===== src/rtl/urv_dbg_mbx_host.sv =====
// Host-side debug mailbox bridge: posts a request word into the CPU debug mailbox,
// waits for the CPU to consume it, and returns the reply, a timeout, or nothing on abort.
//
// state  | meaning
// IDLE   | ready for a host request
// WRITE  | strobe {pending, payload} into the mailbox
// SETTLE | mailbox register update latency, mbx_data_i not yet valid
// WAIT   | poll pending flag; reply, abort or timeout
// RESP   | hold response until the host accepts it
module urv_dbg_mbx_host #(
    parameter int unsigned g_timeout_cycles = 1024
) (
    input  logic        clk_i,
    input  logic        rst_i,
    input  logic        req_valid_i,
    output logic        req_ready_o,
    input  logic [30:0] req_data_i,
    output logic        rsp_valid_o,
    input  logic        rsp_ready_i,
    output logic [30:0] rsp_data_o,
    output logic        rsp_timeout_o,
    input  logic        abort_i,
    output logic        busy_o,
    output logic        mbx_write_o,
    output logic [31:0] mbx_data_o,
    input  logic [31:0] mbx_data_i
);

    typedef enum logic [2:0] {
        S_IDLE,
        S_WRITE,
        S_SETTLE,
        S_WAIT,
        S_RESP
    } state_t;

    localparam bit          TO_EN   = (g_timeout_cycles != 0);
    localparam logic [15:0] TO_LAST = 16'(g_timeout_cycles - 1);

    state_t      state, state_nxt;
    logic [30:0] payload_q;
    logic [15:0] cnt_q;
    logic [30:0] rsp_data_q;
    logic        rsp_tmo_q;
    logic        pending;
    logic        timeout_hit;

    assign pending     = mbx_data_i[31];
    assign timeout_hit = TO_EN && (cnt_q == TO_LAST);

    always_comb begin
        state_nxt   = state;
        req_ready_o = 1'b0;
        busy_o      = 1'b1;
        mbx_write_o = 1'b0;
        mbx_data_o  = 32'h0;
        rsp_valid_o = 1'b0;
        case (state)
            S_IDLE: begin
                req_ready_o = 1'b1;
                busy_o      = 1'b0;
                if (req_valid_i) state_nxt = S_WRITE;
            end
            S_WRITE: begin
                mbx_write_o = 1'b1;
                mbx_data_o  = {1'b1, payload_q};
                state_nxt   = S_SETTLE;
            end
            S_SETTLE: state_nxt = S_WAIT;
            S_WAIT: begin
                // A CPU reply wins over abort, abort wins over timeout.
                if (!pending) begin
                    state_nxt = S_RESP;
                end else if (abort_i || timeout_hit) begin
                    mbx_write_o = 1'b1;
                    state_nxt   = abort_i ? S_IDLE : S_RESP;
                end
            end
            S_RESP: begin
                rsp_valid_o = 1'b1;
                if (rsp_ready_i) state_nxt = S_IDLE;
            end
            default: state_nxt = S_IDLE;
        endcase
    end

    always_ff @(posedge clk_i or posedge rst_i) begin
        if (rst_i) begin
            state      <= S_IDLE;
            payload_q  <= '0;
            cnt_q      <= '0;
            rsp_data_q <= '0;
            rsp_tmo_q  <= 1'b0;
        end else begin
            state <= state_nxt;
            case (state)
                S_IDLE:   if (req_valid_i) payload_q <= req_data_i;
                S_SETTLE: cnt_q <= '0;
                S_WAIT: begin
                    cnt_q <= cnt_q + 16'd1;
                    if (!pending) begin
                        rsp_data_q <= mbx_data_i[30:0];
                        rsp_tmo_q  <= 1'b0;
                    end else if (!abort_i && timeout_hit) begin
                        rsp_data_q <= '0;
                        rsp_tmo_q  <= 1'b1;
                    end
                end
                default: ;
            endcase
        end
    end

    assign rsp_data_o    = rsp_data_q;
    assign rsp_timeout_o = rsp_tmo_q;

endmodule


===== config.mk =====
export PLATFORM = sky130hd
export DESIGN_NAME = urv_dbg_mbx_host
export DESIGN_NICKNAME = d
export VERILOG_FILES = /design/src/rtl/urv_dbg_mbx_host.sv
export SDC_FILE = /design/constraint.sdc
export NUM_CORES = 1
export LEC_CHECK = 0
export ABC_AREA = 1
export CAP_MARGIN = 30
export CORE_ASPECT_RATIO = 0.9
export CORE_UTILIZATION = 25
export CTS_BUF_LIST = sky130_fd_sc_hd__clkbuf_8
export CTS_CLUSTER_SIZE = 16
export DETAILED_ROUTE_END_ITERATION = 10
export GPL_ROUTABILITY_DRIVEN = 0
export GPL_TIMING_DRIVEN = 1
export PLACE_DENSITY = 0.6
export SETUP_SLACK_MARGIN = 0.2
export SYNTH_ARGS = -nofsm -noshare
export SYNTH_HDL_FRONTEND = slang
export SYNTH_SLANG_ARGS = --single-unit
export TNS_END_PERCENT = 5

===== constraint.sdc =====
create_clock -name clk_i -period 8.9 [get_ports clk_i]
set_clock_uncertainty 0.1 [all_clocks]
set_input_delay 2.225 -clock clk_i [delete_from_list [all_inputs] [get_ports clk_i]]
set_output_delay 2.225 -clock clk_i [all_outputs]
set_load 0.02 [all_outputs]

==> impl_metrics.py, run 1 <==
metrics = {
    "pwr": {
        "power.switching_uw": 694.8,
        "clkPwrFrac_pct": 15.0,
        "p_seq_share_pct": 34.1,
        "switching_share_pct": 40.62,
        "powerDensity_nw_per_um2": 313.9,
        "p_leak_nw": 2.661,
        "ir_drop_mv": 0.1664,
        "pwr-share-comb_pct": 50.9,
        "p_int_mw": 1.016,
    },
    "layout": {
        "fin_cells": 803,
        "area_delta_synth_final_pct": 46.98,
        "n_antenna_cell": 0,
        "fillers": 1495,
        "drive_gt1_share_pct": 4.754,
        "nets": 674,
        "final_area_sq_um": 5449,
    },
    "timing": {
        "hold-worst-slack_ns": 0.3745,
        "slew_viol_final": 0,
        "grt_setup_unrepaired": "false",
        "slew-limit-headroom_pct": 54.16,
        "tns_ns": 0,
        "fin_crit_ns": 6.058,
        "finalSetupViolations": 0,
        "tightestPinTransition_ns": 0.6869,
        "hold_viol_final": 0,
        "finalWorstSetupSlack_ns": 2.842,
        "fin_crit_sh_pct": 68.07,
        "fmax_mhz": 165.1,
    },
    "clocking": {
        "cts_hold_buf": 0,
        "cts_made_buffers": 9,
        "cts_resized": 0,
        "path_clk_slew_ns": 0.08,
        "clockBufferDepth": 2,
        "cts_tree": "yes",
        "post-cts-setup-buffers": 0,
        "cts.sinks": 82,
        "cts_root_buf": "clkbuf_8",
        "h-tree-depth": 3,
        "clock_latency_ns": 0.35,
    },
    "worst_setup_path": {
        "worst-setup-path-type": "in2out",
        "slowest_stage": "clkdlybuf4s50_1",
        "worstSetupStartpointType": "input port",
        "crit_required_ns": 6.58,
        "startpoint": "mbx_data_i[31]",
        "path_cells": "clkdlybuf4s50_1 -> nand3_1 -> nand2_1 -> clkdlybuf4s50_1",
        "max_stage_delay_ns": 0.61,
        "endpoint_kind": "output port",
        "cp_max_fo": 6,
        "crit_path_frequent_cell": "clkdlybuf4s50_1",
        "worst-r2r-setup-slack_ns": 6.96,
        "r2r-end": "rsp_data_o[26]$_DFFE_PP0P_",
        "arrival_ns": 3.73,
        "reg2reg_depth": 8,
        "worst_r2r_startpoint": "cnt_q[1]$_DFFE_PP0P_",
    },
    "route": {
        "wl_mm": 9.283,
        "vias": 3339,
        "dr.pass1.iters": 4,
        "drc": 0,
        "vias_per_cell": 4.158,
        "avgRoutedWirePerCell_um": 11.56,
        "postRouteAntennaNets": 0,
        "drtIter0Drc": 199,
    },
    "floorplanning": {
        "core_sq_um": 14260,
        "start_util_pct": 26.00,
        "die_area_sq_um": 15320,
        "rows": 41,
        "num_io_pins": 136,
        "die_x_um": 130.4,
        "die_h_um": 117.5,
    },
    "yosys": {
        "synth-warning-count": 0,
        "synthMuxAreaShare_pct": 0,
        "synth.avg_cell_area_sq_um": 7.871,
        "post-synth-top-area-fraction_pct": 55.35,
        "synth_top_family_by_area": "simple AND/OR/NAND/NOR gates",
        "ys_seq_area_share_pct": 55.35,
        "ys_ff_latch": 82,
        "synth.distinct_cells": 22,
        "synth_top_cell_by_area": "dfrtp_1",
        "synth_compound_area_share_pct": 7.222,
        "synthXorXnorAreaFrac_pct": 0,
        "syn-instance-count": 471,
        "synth-simple-area-share_pct": 28.15,
        "netlist_area_sq_um": 3707,
        "synth_fp_nets": 540,
        "synth_fa_ha_area_share_pct": 0.3375,
        "synth_area_leaders": "dfrtp_1 55%, nand2_1 14%, nor2_1 8.1%",
    },
    "global_route": {
        "grt_pass1_vias": 3318,
        "grt.overflow.total": 0,
        "grt_use_total_pct": 12.98,
        "grt_max_degree": 65,
        "antenna_found_initial": 0,
        "grt_pass1_wl_mm": 15.80,
    },
    "placed_design": {
        "pre_cts_slack_ns": 2.861,
        "io_buffer_count": 135,
        "dpl_cell_area_sq_um": 5263,
        "dpl.cell_count": 787,
        "dp_hpwl_mm": 6.906,
    },
    "worst_hold_path": {
        "hold_start": "rsp_data_o[23]$_DFFE_PP0P_",
        "worstHoldPathCells": 2,
        "worstHoldPathType": "reg2reg",
        "hold_end": "rsp_data_o[23]$_DFFE_PP0P_",
    },
    "run": {
        "drv_cap": 0,
    },
    "status": {
        "outcome": "finished clean",
    },
}
[routing by layer]
metal | share of wire (%) | vias to the layer above | track usage, %
met5 | 0 | - | 0
met4 | 0.98 | 0 | 3.376
met3 | 8.8 | 9 | 4.909
met2 | 44 | 114 | 20.18
met1 | 46 | 1513 | 16.82
li1 | - | 1703 | -
[final cells by class]
class | count | area, sq um | share of cell area (%)
Sequential cell | 82 | 2052 | 37.66
Timing Repair Buffer | 139 | 1409 | 25.86
Multi-Input combinational cell | 311 | 1326 | 24.34
Tap cell | 193 | 241.5 | 4.432
Inverter | 62 | 234.0 | 4.294
Clock buffer | 9 | 123.9 | 2.273
Clock inverter | 7 | 62.56 | 1.148
[power groups by stage]
stage | registers, mW | logic (mW) | clock network, mW
after floorplan | 0.667 | 0.399 | 0
after global placement | 0.585 | 0.865 | 0
after detailed placement | 0.588 | 0.882 | 0
after CTS | 0.584 | 0.883 | 0.271
after global routing | 0.602 | 0.956 | 0.286
final | 0.583 | 0.870 | 0.257
[stage by stage]
step	power, mW	util (%)
finish	1.711	38.21
global route	1.844	38.21
CTS	1.738	38.21
detailed placement	1.470	36.90
global placement	1.450	36.60
floorplan	1.066	-
[worst max-delay path, delay by kind of cell]
family | cells | cell delay [ns]
buffers and inverters | 2 | 1.19
and+or+nand+nor | 2 | 0.32
[worst max path at each step]
stage	cells after the start	to	slack, ns
after floorplan	4	mbx_write_o	4.06
after global placement	4	mbx_write_o	2.85
after detailed placement	4	mbx_write_o	2.86
after CTS	4	mbx_write_o	2.86
after global routing	4	mbx_write_o	2.80
final	4	mbx_write_o	2.84
[cell families after synthesis]
kind of cell | Yosys count
AO/OA/AOI/OAI | 52
AND/OR/NAND/NOR | 258
buffers and inverters | 78
adder cells (fa/ha/maj) | 1
flip-flops | 82
[synth_stat cells]
cell type	instances
nor2_2	2
nand4_1	6
nand3_2	1
nand3_1	19
o21ai_0	16
nand3b_1	1
nor2_1	80
and2_1	1
nand2_1	143
ha_1	1
nor3_1	1
inv_1	60
inv_2	2
a22o_1	1
buf_2	13
buf_6	3
a21oi_1	33
a31oi_1	1
nand2_2	2
a22oi_1	1
nor3_2	2
dfrtp_1	82
[layout by cell type, fill, tap and decap left out, drive strengths merged]
master,synthesis,layout
nand3b,1,1
ha,1,1
and2,1,1
nor2,82,82
nor3,3,3
dfrtp,82,82
buf,16,4
a22oi,1,1
clkdlybuf4s50,0,135
clkinvlp,0,2
bufinv,0,1
a22o,1,1
nand2,145,145
nand3,20,20
a31oi,1,1
o21ai,16,16
a21oi,33,33
inv,62,63
nand4,6,6
clkinv,0,3
clkbuf,0,9
[registers in the layout, summed over array words and instances (netlist names)]
register,cells
payload_q,31
rsp_data_o,31
cnt_q,16
state,3
rsp_timeout_o,1
Power figures use the tool's default switching activity.
==> run 2: changes to the inputs <==
Settings changed: PLACE_DENSITY 0.6 to 0.62.
Clock period 8.9 ns to 5.5 ns, I/O delays scaled along.
==> run 2 against run 1 <==
Effect of this change:
- count of clock-buffer cells in the layout up 1
- sequential cell count unchanged
- combinational power up 62%
- sequential power up 62%
- largest power group unchanged
- first-iteration DRC count down 22%
- wire length up 2.0%
- worst hold slack about the same
- sequential share of layout area down 0.17 points
- register-to-register slack worse by 3.4 ns
==> impl_metrics.py, run 2 (synthesis gave the netlist of run 1 again) <==
metrics = {
    "route": {
        "drtIter0Drc": 156,
        "postRouteAntennaNets": 0,
        "drc": 0,
        "vias": 3327,
        "wl_met1_mm": 4.332,
        "wl_mm": 9.471,
        "top_layer": "met4",
        "vias_per_cell": 4.154,
        "dr.pass1.iters": 4,
        "avgRoutedWirePerCell_um": 11.82,
        "dr_wl_met2_mm": 4.245,
        "dr_wl_met3_um": 793,
    },
    "layout": {
        "nets": 674,
        "drive_gt1_share_pct": 4.605,
        "layout_commonest_cell": "nand2_1",
        "fillers": 1499,
        "final-seq-area_sq_um": 2052,
        "final_area_sq_um": 5474,
        "area_delta_synth_final_pct": 47.65,
        "multi_input_area_sq_um": 1326,
        "n_antenna_cell": 0,
        "fin_cells": 801,
        "final_cell_mix": "143 x nand2_1, 135 x clkdlybuf4s50_1, 82 x dfrtp_1",
    },
    "floorplanning": {
        "num_io_pins": 136,
        "die_x_um": 130.4,
        "die_h_um": 117.5,
        "die_area_sq_um": 15320,
        "core_sq_um": 14260,
        "rows": 41,
        "start_util_pct": 26.00,
    },
    "clocking": {
        "cts_made_buffers": 9,
        "cts.sinks": 82,
        "cts_resized": 0,
        "clock_latency_ns": 0.35,
        "post-cts-setup-buffers": 0,
        "path_clk_slew_ns": 0.08,
        "cts_root_buf": "clkbuf_8",
        "cts_hold_buf": 0,
        "cts_tree": "yes",
        "clockBufferDepth": 2,
        "h-tree-depth": 3,
    },
    "worst_setup_path": {
        "worstSetupStartpointType": "input port",
        "arrival_ns": 2.88,
        "worst_r2r_startpoint": "cnt_q[1]$_DFFE_PP0P_",
        "endpoint_kind": "output port",
        "crit_end": "mbx_write_o",
        "cp_max_fo": 6,
        "crit_required_ns": 4.03,
        "worst-r2r-setup-slack_ns": 3.54,
        "startpoint": "mbx_data_i[31]",
        "r2r-end": "rsp_data_o[22]$_DFFE_PP0P_",
        "worst-setup-path-type": "in2out",
        "reg2reg_depth": 8,
    },
    "timing": {
        "slew-limit-headroom_pct": 59.55,
        "hold_viol_final": 0,
        "tns_ns": 0,
        "finalSetupViolations": 0,
        "fin_crit_sh_pct": 79.10,
        "fmax_mhz": 229.9,
        "tightestPinTransition_ns": 0.6046,
        "hold-worst-slack_ns": 0.3745,
        "grt_setup_unrepaired": "false",
        "slew_viol_final": 0,
        "fin_crit_ns": 4.350,
    },
    "pwr": {
        "powerDensity_nw_per_um2": 516.6,
        "ir_drop_mv": 0.2540,
        "p_leak_nw": 2.674,
        "fin_total_pwr_mw": 2.828,
    },
    "global_route": {
        "grt_pass1_wl_mm": 15.84,
        "grt_use_total_pct": 13.09,
        "grt_max_degree": 63,
        "grt.overflow.total": 0,
        "antenna_found_initial": 0,
        "grt_pass1_vias": 3332,
    },
    "placed_design": {
        "io_buffer_count": 135,
        "dpl_cell_area_sq_um": 5248,
        "dp_hpwl_mm": 6.862,
        "dpl.cell_count": 786,
    },
    "run": {
        "drv_cap": 0,
    },
    "status": {
        "outcome": "finished clean",
    },
    "worst_hold_path": {
        "worstHoldPathType": "reg2reg",
    },
}
==> run 2: changes by cell type in the layout (fill, tap and decap cells not counted) <==
| cell | before | now |
|---|---|---|
| bufinv_16 | 1 | 2 |
| buf_12 | 0 | 1 |
| inv_1 | 61 | 60 |
| buf_8 | 1 | 0 |
| clkinvlp_4 | 2 | 0 |
| clkbuf_8 | 9 | 10 |
| clkinv_2 | 3 | 2 |
==> run 2: final cells by class <==
type	count	area share [%]
tap	193	4.411
inverter	62	4.274
timing repair buffer	139	25.83
multi-input combinational	311	24.23
clock buffer	10	2.514
clock inverter	4	1.257
sequential	82	37.49
==> run 2: metrics by stage <==
stage / setup WS (ns) / utilization [%]
after floorplan: 1.917 / -
after global placement: 1.139 / 36.60
after detailed placement: 1.149 / 36.80
after CTS: 1.152 / 38.24
after global routing: 1.056 / 38.38
final: 1.150 / 38.38
==> run 2: how the worst min path moves through the flow <==
| stage | endpoint | cells after the start | slack (ns) | startpoint |
|---|---|---|---|---|
| 6_report | rsp_data_o[25]$_DFFE_PP0P_ | 2 | 0.37 | rsp_data_o[25]$_DFFE_PP0P_ |
| 5_1_grt | rsp_data_o[25]$_DFFE_PP0P_ | 2 | 0.39 | rsp_data_o[25]$_DFFE_PP0P_ |
| 2_1_floorplan | cnt_q[15]$_DFFE_PP0P_ | 2 | 0.37 | cnt_q[15]$_DFFE_PP0P_ |
| 3_5_place_dp | rsp_data_o[25]$_DFFE_PP0P_ | 2 | 0.36 | rsp_data_o[25]$_DFFE_PP0P_ |
| 4_1_cts | rsp_data_o[25]$_DFFE_PP0P_ | 2 | 0.38 | rsp_data_o[25]$_DFFE_PP0P_ |
| 3_3_place_gp | rsp_data_o[8]$_DFFE_PP0P_ | 2 | 0.36 | rsp_data_o[8]$_DFFE_PP0P_ |
==> run 2: where the power goes <==
part           switching, mW  internal (mW)
combinational          0.808          0.606
clock                  0.208          0.261
sequential             0.108          0.837
total                   1.12           1.70
==> run 2: critical path, cell delays in order <==
cell             delay, ns
clkdlybuf4s50_1       0.58
nand3_1               0.21
nand2_1               0.10
clkdlybuf4s50_1       0.61
==> run 2: metal layers <==
metal	vias up	global-route usage [%]
li1	1706	-
met2	114	21.21
met1	1494	16.29
met4	0	3.664
met3	13	4.682
met5	-	0
==> run 3: changes to the inputs <==
Clock period 5.5 ns to 4 ns, I/O delays scaled along.
==> run 3 against run 2 <==
Effect of this change:
- wire length down 0.76%
- count of clock-buffer cells in the layout stayed put
- power grew 40%
- sequential cell count stayed put
- first-iteration DRC count grew 4.5%
- worst hold slack is essentially flat
- sequential share of layout area decreased by 0.085 points
- register-to-register slack worse by 1.5 ns
- die area did not move
- cell area rose by 0.23%
- highest routed layer unchanged
==> impl_metrics.py, run 3 (synthesis gave the netlist of run 1 again) <==
metrics = {
    "worst_setup_path": {
        "worst_r2r_startpoint": "state[0]$_DFFE_PP0P_",
        "cp_max_fo": 6,
        "max_stage_delay_ns": 0.60,
        "worst-setup-path-type": "in2out",
        "crit_required_ns": 2.90,
        "cpLargestDelayFamily": "buffers and inverters",
        "path_cells": "clkdlybuf4s50_1 -> nand3_1 -> nand2_1 -> clkdlybuf4s50_1",
        "worst-r2r-setup-slack_ns": 2.01,
        "worstSetupStartpointType": "input port",
        "arrival_ns": 2.50,
        "crit_path_frequent_cell": "clkdlybuf4s50_1",
        "reg2reg_depth": 7,
        "r2r-end": "payload_q[28]$_DFFE_PP0P_",
        "critPathBufInv": 2,
        "endpoint_kind": "output port",
        "slowest_stage": "clkdlybuf4s50_1",
    },
    "floorplanning": {
        "die_x_um": 130.4,
        "start_util_pct": 26.00,
        "num_io_pins": 136,
        "core_sq_um": 14260,
        "die_area_sq_um": 15320,
        "die_h_um": 117.5,
        "rows": 41,
    },
    "route": {
        "drtIter0Drc": 163,
        "avgRoutedWirePerCell_um": 11.69,
        "vias_per_cell": 4.152,
        "postRouteAntennaNets": 0,
        "drc": 0,
        "wl_mm": 9.399,
        "dr.pass1.iters": 4,
        "vias": 3338,
    },
    "pwr": {
        "powerDensity_nw_per_um2": 721.8,
        "ir_drop_mv": 0.2840,
        "p_leak_nw": 2.687,
    },
    "clocking": {
        "path_clk_slew_ns": 0.08,
        "h-tree-depth": 3,
        "cts_hold_buf": 0,
        "cts_resized": 0,
        "clockBufferDepth": 2,
        "cts_root_buf": "clkbuf_8",
        "post-cts-setup-buffers": 0,
        "cts.sinks": 82,
        "clock_latency_ns": 0.35,
        "cts_tree": "yes",
        "cts_made_buffers": 9,
    },
    "global_route": {
        "grt_use_total_pct": 12.89,
        "grt.overflow.total": 0,
        "grt_pass1_vias": 3313,
        "grt_max_degree": 43,
        "grt_pass1_wl_mm": 15.53,
        "antenna_found_initial": 0,
    },
    "timing": {
        "slew-limit-headroom_pct": 51.58,
        "fmax_mhz": 277.5,
        "fin_crit_ns": 3.603,
        "hold_viol_final": 0,
        "grt_setup_unrepaired": "false",
        "tns_ns": 0,
        "finalSetupViolations": 0,
        "fin_crit_sh_pct": 90.08,
        "slew_viol_final": 0,
        "tightestPinTransition_ns": 0.7238,
    },
    "layout": {
        "drive_gt1_share_pct": 4.910,
        "final_area_sq_um": 5487,
        "layout_commonest_cell": "nand2_1",
        "area_delta_synth_final_pct": 47.99,
        "n_antenna_cell": 0,
        "fillers": 1488,
        "final_cell_mix": "143 x nand2_1, 135 x clkdlybuf4s50_1, 82 x dfrtp_1",
        "fin_util_pct": 38.47,
        "nets": 675,
    },
    "placed_design": {
        "dpl_cell_area_sq_um": 5243,
        "dp_hpwl_mm": 6.942,
        "io_buffer_count": 135,
    },
    "status": {
        "outcome": "finished clean",
    },
    "worst_hold_path": {
        "hold_start": "rsp_data_o[21]$_DFFE_PP0P_",
        "hold_end": "rsp_data_o[21]$_DFFE_PP0P_",
        "worstHoldPathType": "reg2reg",
        "worstHoldPathCells": 2,
    },
    "run": {
        "drv_cap": 0,
    },
}
[run 3: cell types whose count changed in the layout (fill, tap and decap cells not counted), sizes merged]
| cell | delta |
|---|---|
| bufinv | +1 |
| inv | +1 |
| buf | +1 |
[run 3: worst max path at each step]
stage / start / to / depth (start not counted)
after floorplan: rst_i / cnt_q[0]$_DFFE_PP0P_ / 1
after global placement: mbx_data_i[31] / mbx_write_o / 4
after detailed placement: mbx_data_i[31] / mbx_write_o / 4
after CTS: mbx_data_i[31] / mbx_write_o / 4
after global routing: mbx_data_i[31] / mbx_write_o / 4
final: mbx_data_i[31] / mbx_write_o / 4
[run 3: cell type report]
type / count / area [sq um] / share of cell area (%)
clock buffers: 10 / 137.6 / 2.509
multi-input cells: 311 / 1326 / 24.17
repair buffers: 140 / 1389 / 25.31
flip-flops and latches: 82 / 2052 / 37.40
well taps: 193 / 241.5 / 4.401
clock inverters: 6 / 106.4 / 1.938
inverters: 62 / 234.0 / 4.265
[run 3: per-stage QoR]
| stage | cells | power [mW] | hold WS [ns] | worst slack (ns) |
|---|---|---|---|---|
| 4_1_cts | 804 | 4.024 | 0.3826 | 0.3901 |
| 3_3_place_gp | 788 | 3.247 | 0.3567 | 0.3871 |
| 5_1_grt | 804 | 4.255 | 0.4018 | 0.2901 |
| 2_1_floorplan | 471 | 2.371 | 0.3713 | 0.7916 |
| 6_report | 804 | 3.960 | 0.3746 | 0.3967 |
| 3_5_place_dp | 788 | 3.279 | 0.3625 | 0.3908 |
[run 3: report_power, final]
part / switching (mW) / internal (mW)
registers: 0.152 / 1.15
clock network: 0.292 / 0.428
logic: 1.11 / 0.826
total: 1.55 / 2.41
[run 3: worst min-delay path: cells and delay by family, from the launching register on]
kind	cells	cell delay [ns]
AND/OR/NAND/NOR	2	0.09
flip-flops	1	0.35
[run 3: metal layers]
layer  up-vias  global-route usage, %  share of wire [%]  wire length, um
li1       1705                      -                  -                -
met5         -                      0                  0                0
met1      1512                  15.97                 46             4349
met3        13                  5.318                8.4              794
met4         0                  2.586               0.89               84
met2       108                  20.91                 44             4169
